$ cat config.mk
export PLATFORM = sky130hd
export DESIGN_NAME = rr_arb6_ctrl
export DESIGN_NICKNAME = d
export VERILOG_FILES = /design/src/rtl/rr_arb6_ctrl.sv
export SDC_FILE = /design/constraint.sdc
export NUM_CORES = 1
export LEC_CHECK = 0
export BUFFER_PORTS_ARGS = -buffer_cell sky130_fd_sc_hd__buf_2
export CAP_MARGIN = 25
export CORE_UTILIZATION = 47
export DETAILED_ROUTE_END_ITERATION = 16
export PLACE_DENSITY = 0.74
export RECOVER_POWER = 100
export SETUP_SLACK_MARGIN = 0.4
export SKIP_CTS_REPAIR_TIMING = 1
export SYNTH_ARGS = -nofsm -noshare
export SYNTH_HDL_FRONTEND = slang
export SYNTH_SLANG_ARGS = --single-unit
$ cat constraint.sdc
create_clock -name clk -period 1.9 [get_ports clk]
set_input_delay 0.095 -clock clk [delete_from_list [all_inputs] [get_ports clk]]
set_output_delay 0.095 -clock clk [all_outputs]
set_load 0.02 [all_outputs]
$ cat src/rtl/rr_arb6_ctrl.sv
// Round-robin arbiter with one-hot registered grant, rotating one-hot priority pointer
// and a hold timer that forcibly revokes grants held MAX_HOLD cycles.
module rr_arb6_ctrl #(
    parameter int NREQ     = 6,
    parameter int MAX_HOLD = 15,
    parameter int CNT_W    = 4
) (
    input  logic            clk,
    input  logic            CLRN,
    input  logic [NREQ-1:0] req,
    input  logic            rel,
    output logic [NREQ-1:0] gnt,
    output logic            busy,
    output logic [NREQ-1:0] ptr,
    output logic            timeout,
    output logic            state_dbg
);

    // Handshake: req is a level held by each requester until it no longer needs the
    // resource; gnt answers one cycle after req is sampled and stays until rel,
    // the owner's req dropping, or the hold timer expiring.

    typedef enum logic {
        IDLE  = 1'b0,
        GRANT = 1'b1
    } state_t;

    localparam logic [CNT_W-1:0] HOLD_LAST = CNT_W'(MAX_HOLD - 1);
    localparam logic [NREQ-1:0]  PTR_RST   = NREQ'(1);

    state_t            state_q, state_d;
    logic [NREQ-1:0]   gnt_q, gnt_d;
    logic [NREQ-1:0]   ptr_q, ptr_d;
    logic [CNT_W-1:0]  hold_q, hold_d;
    logic              timeout_q, timeout_d;

    logic [NREQ-1:0]   hi_req;
    logic [NREQ-1:0]   scan_src;
    logic [NREQ-1:0]   pick;
    logic              owner_req;
    logic              hold_exp;
    logic              do_exit;

    always_comb begin
        // Requests at or above the pointer win; otherwise wrap to the lowest request.
        hi_req    = req & ~(ptr_q - NREQ'(1));
        scan_src  = (|hi_req) ? hi_req : req;
        pick      = scan_src & (~scan_src + NREQ'(1));
        owner_req = |(req & gnt_q);
        hold_exp  = (hold_q == HOLD_LAST);
        do_exit   = rel || !owner_req || hold_exp;

        state_d   = state_q;
        gnt_d     = gnt_q;
        ptr_d     = ptr_q;
        hold_d    = hold_q;
        timeout_d = 1'b0;

        case (state_q)
            IDLE: begin
                if (|req) begin
                    gnt_d   = pick;
                    hold_d  = '0;
                    state_d = GRANT;
                end
            end
            GRANT: begin
                if (do_exit) begin
                    gnt_d     = '0;
                    ptr_d     = {gnt_q[NREQ-2:0], gnt_q[NREQ-1]};
                    hold_d    = '0;
                    timeout_d = hold_exp && !rel && owner_req;
                    state_d   = IDLE;
                end else begin
                    hold_d = hold_q + CNT_W'(1);
                end
            end
            default: begin
                state_d = IDLE;
                gnt_d   = '0;
            end
        endcase
    end

    always_ff @(posedge clk or negedge CLRN) begin
        if (!CLRN) begin
            state_q   <= IDLE;
            gnt_q     <= '0;
            ptr_q     <= PTR_RST;
            hold_q    <= '0;
            timeout_q <= 1'b0;
        end else begin
            state_q   <= state_d;
            gnt_q     <= gnt_d;
            ptr_q     <= ptr_d;
            hold_q    <= hold_d;
            timeout_q <= timeout_d;
        end
    end

    assign gnt       = gnt_q;
    assign busy      = |gnt_q;
    assign ptr       = ptr_q;
    assign timeout   = timeout_q;
    assign state_dbg = state_q;

endmodule

==> impl_metrics.env, run 1 <==
export IMPL_ir_worst_vdd_uv=1540
export IMPL_p_int_mw=1.76
export IMPL_yosysSeqAreaShare_pct=42.9
export IMPL_clkLatencyLatePin_ns=0.30
export IMPL_yosysTopAreaCell="dfrtp_1"
export IMPL_period_needed_ns=2.15
export IMPL_synth_nets=114
export IMPL_ys_types=40
export IMPL_slowest_stage="or4_4"
export IMPL_slew_headroom_pct=32.5
export IMPL_synth_top_area_share_pct=40.4
export IMPL_power_mw=3.17
export IMPL_critPathMaxStageDelay_ns=0.57
export IMPL_ys_async_sr_fraction_pct=100
export IMPL_ant_nets=0
export IMPL_worstSetupEndpointType="flop"
export IMPL_h_tree_depth=1
export IMPL_die_w_um=49.3
export IMPL_dieHeight_um=49.3
export IMPL_worst_path_buf_inv=0
export IMPL_core_area_um2=2040
export IMPL_combPwrFrac_pct=72.2
export IMPL_die_area_um2=2430
export IMPL_gp_congestion=0.987
export IMPL_rsz0062_at_grt="yes"
export IMPL_cp_start_kind="flop"
export IMPL_outcome="finished, violations left"
export IMPL_final_cell_area_um2=1550
export IMPL_violations="negative setup slack"
export IMPL_rows=16
export IMPL_clkPwrFrac_pct=7.9
export IMPL_syn_to_final_growth_pct=47.3
export IMPL_cp_required_ns=2.09
export IMPL_cts_reportedPaths_clkPinSlew_ns=0.12
export IMPL_vias_per_cell=6.32
export IMPL_cp_arrival_ns=2.33
export IMPL_p_seq_share_pct=19.9
export IMPL_cts_buffer_depth=2
export IMPL_avgSynthCellArea_um2=10.3
export IMPL_timing_final_ws_setup_ns=-0.245
export IMPL_power_leakage_nw=0.715
export IMPL_p_switching_mw=1.42
export IMPL_antennaDiodeCount=0
export IMPL_slew_violations=0
export IMPL_synth_area_top_cells="dfrtp_1 (40%), mux2_1 (6.4%), ha_1 (3.6%), nand2_1 (3.2%), a32o_1 (2.9%)"
export IMPL_hold_class="input pin to flop"
export IMPL_grt_remaining_overflow=0
export IMPL_finalNetCount=171
export IMPL_ios=24
export IMPL_period_share_pct=113
export IMPL_antenna_found_initial=0
export IMPL_grt_pass1_vias=1002
export IMPL_stdcell_count=185
export IMPL_yosys_cell_count_top_type="dfrtp_1"
export IMPL_drt_iter0_markers=53
export IMPL_path_delay_family="simple AND/OR/NAND/NOR gates"
export IMPL_swShare_pct=44.6
export IMPL_synth_cells=102
export IMPL_portBuffers=23
export IMPL_firstDrtPassIters=6
export IMPL_synth_top_flop_cell="dfrtp_1"
export IMPL_maxCapViolCount=0
export IMPL_post_synth_most_frequent_cells="dfrtp_1 (17), nand2_1 (9), mux2_1 (6), nand3_1 (6), inv_1 (4)"
export IMPL_wl_mm=3.54
export IMPL_placed_area_um2=1320
export IMPL_place_inst=167
export IMPL_power_density_nw_per_um2=2050
export IMPL_hold_viol=0
export IMPL_start_util_pct=51.6
export IMPL_grt_usage_pct=25.0
export IMPL_syn_area_um2=1050
export IMPL_crit_chain="or4_4, or3_4, a31oi_4, a311oi_1, a32o_1"
export IMPL_cts_inserted_buffers=3
export IMPL_crit_path_max_fanout=4
export IMPL_path_class="flop to flop"
export IMPL_ys_seq_elements=18
export IMPL_tritoncts="yes"
export IMPL_setup_violations=6
export IMPL_fmax_ghz=0.466
export IMPL_synth_edff_count=0
export IMPL_drive_above_1_share_pct=46.2
export IMPL_root_buffer="clkbuf_4"
export IMPL_fin_worst_skew_ns=0.0109
export IMPL_dp_hpwl_mm=2.05
export IMPL_wire_per_inst_um=19.1
export IMPL_yosysWarnings=0
export IMPL_route_detailed_drc=0
export IMPL_grt_pass1_wl_mm=4.62
export IMPL_tightest_slew_ns=1.01
export IMPL_via_count=1169
export IMPL_clkSinkCount=18
export IMPL_grt_max_degree=19
routing by layer:
metal  vias to the layer above  track usage [%]  wire, um  part of all wire, %
met5                         -                0         0                    0
met4                         0             9.80       158                  4.5
met3                        24             3.43       389                   11
met2                       100             42.2      1640                   46
met1                       532             32.0      1350                   38
li1                        513                -         -                    -
power groups by stage:
stage,clock (mW),sequential [mW],combinational [mW]
floorplan,0,0.731,1.02
global placement,0,0.619,1.76
detailed placement,0,0.627,1.79
CTS,0.245,0.619,1.80
global route,0.273,0.640,2.41
finish,0.251,0.630,2.29
through the flow:
stage	setup WS, ns	setup TNS (ns)	hold slack [ns]	util [%]
2_1_floorplan	-0.134	-0.486	-0.201	-
3_3_place_gp	-0.108	-0.426	0.0463	64.7
3_5_place_dp	-0.174	-0.712	0.0560	64.7
4_1_cts	-0.203	-0.870	-0.272	66.5
5_1_grt	-0.308	-1.55	0.00818	76.0
6_report	-0.245	-1.21	0.00192	76.0
final cells by class:
type | instances | area (um^2)
Inverter | 4 | 15.0
Multi-Input combinational cell | 80 | 678
Timing Repair Buffer | 52 | 330
Tap cell | 27 | 33.8
Clock buffer | 4 | 36.3
Sequential cell | 18 | 458
Fill cell | 149 | 490
layout by cell type, fill, tap and decap left out, drive strengths merged, types with 2 or more instances in the layout:
cell	count
buf	39
dfrtp	17
clkbuf	16
nand2	9
mux2	6
nand3	6
o21ai	6
inv	4
a21oi	4
a22oi	3
a22o	3
a32o	3
ha	3
nor2	3
nor4	3
nand2b	2
o2bb2ai	2
o31ai	2
a31o	2
nor2b	2
a21o	2
or2	2
or3	2
or4	2
a31oi	2
and2	2
a311oi	2
worst paths after layout:
check	cells after the start	endpoint	from	slack, ns
max	5	gnt[3]	ptr[1]	-0.25
min	2	timeout	rel	0.002
max reg2reg	5	gnt[3]	ptr[1]	-0.25
min reg2reg	1	hold_q[3]	hold_q[3]	0.57
max in group asynchronous	2	gnt[4]	CLRN	0.74
min in group asynchronous	2	gnt[1]	CLRN	0.47
cell families (layout without fill, tap and decap cells):
family	Yosys count	count (layout)	share of synthesized area (%)
muxes	7	7	7.36
DFF	18	18	42.9
AOI/OAI and AO/OA	32	32	24.0
and+or+nand+nor	37	37	20.0
buffers and inverters	4	60	1.42
xor gates and xnor gates	1	1	0.832
adders and majority gates	3	3	3.56
registers in the layout, summed over array words and instances (netlist names):
signal	cells
gnt	6
hold_q	4
ptr	6
state_dbg	1
timeout	1
(Power assumes the default switching activity.)
==> run 2: changes to the inputs <==
--- a/config.mk
+++ b/config.mk
@@ -9,7 +9,7 @@
 export CAP_MARGIN = 25
 export CORE_UTILIZATION = 47
 export DETAILED_ROUTE_END_ITERATION = 16
-export PLACE_DENSITY = 0.74
+export PLACE_DENSITY_LB_ADDON = 0.2
 export RECOVER_POWER = 100
 export SETUP_SLACK_MARGIN = 0.4
 export SKIP_CTS_REPAIR_TIMING = 1
==> run 2 against run 1 <==
The run still ends with negative setup slack left; sequential power increased by 1%; worst hold slack improved by 0.22 ns; sequential cell count unchanged; maximum frequency increased by 1.4%; final cell count decreased by 2.2%; core utilization decreased by 2.2 points; critical path depth unchanged; largest cell class unchanged; highest routed layer unchanged.
==> impl_metrics.env, run 2 (synthesized netlist as in run 1, its figures left out) <==
export IMPL_die_area_um2=2430
export IMPL_via_count=1083
export IMPL_die_w_um=49.3
export IMPL_final_cell_area_um2=1510
export IMPL_slew_headroom_pct=33.9
export IMPL_power_density_nw_per_um2=2020
export IMPL_grt_max_degree=19
export IMPL_ant_nets=0
export IMPL_grt_pass1_vias=962
export IMPL_dp_hpwl_mm=2.01
export IMPL_violations="negative setup slack"
export IMPL_fin_worst_skew_ns=0.00197
export IMPL_outcome="finished, violations left"
export IMPL_rows=16
export IMPL_h_tree_depth=1
export IMPL_final_cell_mix="buf_4 (19), dfrtp_1 (16), clkbuf_1 (12), buf_2 (12), nand2_1 (9)"
export IMPL_antennaDiodeCount=0
export IMPL_stdcell_count=181
export IMPL_clkLatencyLatePin_ns=0.31
export IMPL_grt_remaining_overflow=0
export IMPL_hold_viol=0
export IMPL_hold_class="input pin to flop"
export IMPL_portBuffers=23
export IMPL_gp_congestion=0.862
export IMPL_timing_final_ws_setup_ns=-0.216
export IMPL_final_common_cell="buf_4"
export IMPL_tritoncts="yes"
export IMPL_place_inst=170
export IMPL_start_util_pct=51.6
export IMPL_vias_per_cell=5.98
export IMPL_rsz0062_at_grt="yes"
export IMPL_cp_required_ns=2.11
export IMPL_placed_area_um2=1340
export IMPL_grt_usage_pct=25.4
export IMPL_cp_start_kind="flop"
export IMPL_clkSinkCount=18
export IMPL_wl_mm=3.11
export IMPL_cts_buffer_depth=2
export IMPL_slew_violations=0
export IMPL_route_detailed_drc=0
export IMPL_place_worst_setup_slack_ns=-0.205
export IMPL_power_leakage_nw=0.693
export IMPL_syn_to_final_growth_pct=43.0
export IMPL_tightest_slew_ns=0.991
export IMPL_ios=24
export IMPL_period_needed_ns=2.12
export IMPL_antenna_found_initial=0
export IMPL_finalNetCount=167
export IMPL_setup_violations=6
export IMPL_cts_reportedPaths_clkPinSlew_ns=0.11
export IMPL_drt_iter0_markers=47
export IMPL_worstSetupEndpointType="flop"
export IMPL_ir_worst_vdd_uv=1630
export IMPL_reg2reg_depth=5
export IMPL_grt_pass1_wl_mm=4.55
export IMPL_period_share_pct=111
export IMPL_firstDrtPassIters=4
export IMPL_core_area_um2=2040
export IMPL_drive_above_1_share_pct=37.7
export IMPL_cts_inserted_buffers=3
export IMPL_fmax_ghz=0.473
export IMPL_cp_arrival_ns=2.32
export IMPL_crit_path_max_fanout=4
export IMPL_wire_per_inst_um=17.2
export IMPL_path_class="flop to flop"
export IMPL_maxCapViolCount=0
export IMPL_dieHeight_um=49.3
export IMPL_hold_path_depth=3
export IMPL_root_buffer="clkbuf_4"
-- run 2: routing by layer --
metal	share of wire, %	vias up	track usage (%)
li1	-	500	-
met1	44	528	35.6
met2	49	46	39.3
met3	5.5	9	4.05
met4	2.4	0	8.82
met5	0	-	0
-- run 2: worst paths after layout --
kind | from | endpoint | slack, ns
min reg2reg | hold_q[3] | hold_q[3] | 0.56
min | req[2] | gnt[3] | 0.22
max | ptr[1] | gnt[3] | -0.22
max reg2reg | ptr[1] | gnt[3] | -0.22
max in group asynchronous | CLRN | ptr[1] | 0.79
min in group asynchronous | CLRN | gnt[4] | 0.45
-- run 2: layout make-up --
| type | instances | area, um^2 |
|---|---|---|
| Multi-Input combinational cell | 80 | 667 |
| Fill cell | 166 | 536 |
| Sequential cell | 18 | 453 |
| Timing Repair Buffer | 48 | 302 |
| Clock buffer | 4 | 36.3 |
| Tap cell | 27 | 33.8 |
| Inverter | 4 | 15.0 |
-- run 2: metrics by stage --
stage / hold slack, ns / setup TNS (ns) / util, % / power [mW]
after CTS: -0.283 / -1.20 / 67.6 / 2.76
after detailed placement: 0.0566 / -0.901 / 65.8 / 2.49
after floorplan: -0.201 / -0.486 / - / 1.75
final: 0.220 / -1.03 / 73.8 / 3.04
after global routing: 0.245 / -1.40 / 73.8 / 3.21
after global placement: 0.0454 / -0.609 / 65.8 / 2.45
-- run 2: worst max-delay path, cell delays in order (launching register included) --
cell and delay [ns]:
dfrtp_2 0.44, or4_4 0.57, or3_4 0.38, a31oi_4 0.21, a311oi_2 0.15, a32o_1 0.27
-- run 2: where the power goes --
group	internal [mW]	switching, mW
clock	0.117	0.134
sequential	0.495	0.143
combinational	1.11	1.04
total	1.73	1.31
==> run 3: changes to the inputs <==
--- a/config.mk
+++ b/config.mk
@@ -9,7 +9,7 @@
 export CAP_MARGIN = 25
 export CORE_UTILIZATION = 47
 export DETAILED_ROUTE_END_ITERATION = 16
-export PLACE_DENSITY_LB_ADDON = 0.2
+export PLACE_DENSITY = 0.78
 export RECOVER_POWER = 100
 export SETUP_SLACK_MARGIN = 0.4
 export SKIP_CTS_REPAIR_TIMING = 1
==> run 3 against run 2 <==
The run still ends with negative setup slack left; critical path depth unchanged; clock skew decreased by 0.0011 ns; final cell count decreased by 3.3%; sequential power decreased by 3%; maximum frequency decreased by 1.3%; critical endpoint unchanged; first-iteration DRC count decreased by 47%; clock-buffer cell count unchanged; largest power group unchanged.
==> impl_metrics.env, run 3 (synthesized netlist as in run 1, its figures left out) <==
export IMPL_power_leakage_nw=0.641
export IMPL_antennaDiodeCount=0
export IMPL_clkSinkCount=18
export IMPL_wire_per_inst_um=16.5
export IMPL_drt_iter0_markers=25
export IMPL_ant_nets=0
export IMPL_dieHeight_um=49.3
export IMPL_ir_worst_vdd_uv=1520
export IMPL_firstDrtPassIters=5
export IMPL_setup_violations=6
export IMPL_slew_headroom_pct=35.7
export IMPL_worstSetupEndpointType="flop"
export IMPL_maxCapViolCount=0
export IMPL_violations="negative setup slack"
export IMPL_cts_reportedPaths_clkPinSlew_ns=0.10
export IMPL_crit_path_max_fanout=4
export IMPL_grt_usage_pct=25.2
export IMPL_die_area_um2=2430
export IMPL_syn_to_final_growth_pct=33.7
export IMPL_tritoncts="yes"
export IMPL_fmax_ghz=0.467
export IMPL_fin_worst_skew_ns=0.000862
export IMPL_slew_violations=0
export IMPL_cp_required_ns=2.10
export IMPL_grt_remaining_overflow=0
export IMPL_grt_max_degree=19
export IMPL_vias_per_cell=6.01
export IMPL_grt_pass1_vias=1016
export IMPL_final_cell_mix="dfrtp_1 (15), clkbuf_1 (15), buf_4 (15)"
export IMPL_gp_congestion=0.865
export IMPL_h_tree_depth=1
export IMPL_place_worst_setup_slack_ns=-0.252
export IMPL_drive_above_1_share_pct=31.1
export IMPL_tightest_slew_ns=0.965
export IMPL_cts_buffer_depth=2
export IMPL_rsz0062_at_grt="yes"
export IMPL_crit_chain="or4_4, or3_4, a31oi_4, a311oi_2, a32o_1"
export IMPL_portBuffers=23
export IMPL_antenna_found_initial=0
export IMPL_timing_final_ws_setup_ns=-0.243
export IMPL_slowest_stage="or4_4"
export IMPL_path_class="flop to flop"
export IMPL_period_needed_ns=2.14
export IMPL_cts_inserted_buffers=3
export IMPL_power_mw=2.90
export IMPL_finalNetCount=161
export IMPL_clkLatencyLatePin_ns=0.30
export IMPL_cp_start_kind="flop"
export IMPL_worst_path_buf_inv=0
export IMPL_start_util_pct=51.6
export IMPL_core_area_um2=2040
export IMPL_dp_hpwl_mm=2.02
export IMPL_hold_viol=0
export IMPL_rows=16
export IMPL_ios=24
export IMPL_period_share_pct=113
export IMPL_die_w_um=49.3
export IMPL_route_detailed_drc=0
export IMPL_cp_arrival_ns=2.34
export IMPL_root_buffer="clkbuf_4"
export IMPL_grt_pass1_wl_mm=4.62
export IMPL_hold_class="input pin to flop"
export IMPL_power_density_nw_per_um2=2060
export IMPL_via_count=1052
export IMPL_outcome="finished, violations left"
export IMPL_path_delay_family="simple AND/OR/NAND/NOR gates"
export IMPL_wl_mm=2.88
export IMPL_critPathMaxStageDelay_ns=0.58
[run 3: through the flow]
| stage | TNS (ns) | cell area [um^2] | cells | utilization (%) | hold WS, ns |
|---|---|---|---|---|---|
| 2_1_floorplan | -0.486 | 1060 | 102 | - | -0.201 |
| 3_3_place_gp | -0.623 | 1310 | 165 | 64.0 | 0.0525 |
| 3_5_place_dp | -1.04 | 1310 | 165 | 64.0 | 0.0514 |
| 4_1_cts | -1.46 | 1340 | 169 | 65.7 | -0.281 |
| 5_1_grt | -1.40 | 1410 | 175 | 69.0 | 0.210 |
| 6_report | -1.13 | 1410 | 175 | 69.0 | 0.189 |
[run 3: per-layer routing]
metal / GRT usage, % / vias to the layer above / part of all wire [%]
met5: 0 / - / 0
met4: 10.8 / 0 / 2.3
met3: 4.05 / 6 / 4.2
met2: 44.7 / 31 / 51
met1: 29.7 / 525 / 43
li1: - / 490 / -
[run 3: worst reg2reg max path, stage by stage, from the launching register on]
cell and delay (ns):
dfrtp_2 0.44, or4_4 0.58, or3_4 0.38, a31oi_4 0.21, a311oi_2 0.16, a32o_1 0.27
[run 3: layout make-up]
| cell class | count | area [um^2] |
|---|---|---|
| Fill cell | 161 | 633 |
| Multi-Input combinational cell | 80 | 628 |
| Sequential cell | 18 | 454 |
| Clock buffer | 4 | 36.3 |
| Tap cell | 27 | 33.8 |
| Inverter | 4 | 15.0 |
| Timing Repair Buffer | 42 | 241 |
[run 3: final timing paths]
kind / startpoint / end / slack (ns) / cells past startpoint
worst max register to register: ptr[1] / gnt[3] / -0.24 / 5
worst max-delay path: ptr[1] / gnt[3] / -0.24 / 5
min in group asynchronous: CLRN / ptr[2] / 0.45 / 2
worst min register to register: hold_q[1] / hold_q[1] / 0.56 / 2
worst min-delay path: req[2] / gnt[3] / 0.19 / 3
max in group asynchronous: CLRN / gnt[1] / 0.81 / 2
[run 3: power by group]
part / switching [mW] / internal, mW
Combinational: 1.03 / 1.01
Clock: 0.124 / 0.117
Sequential: 0.124 / 0.496
Total: 1.28 / 1.62
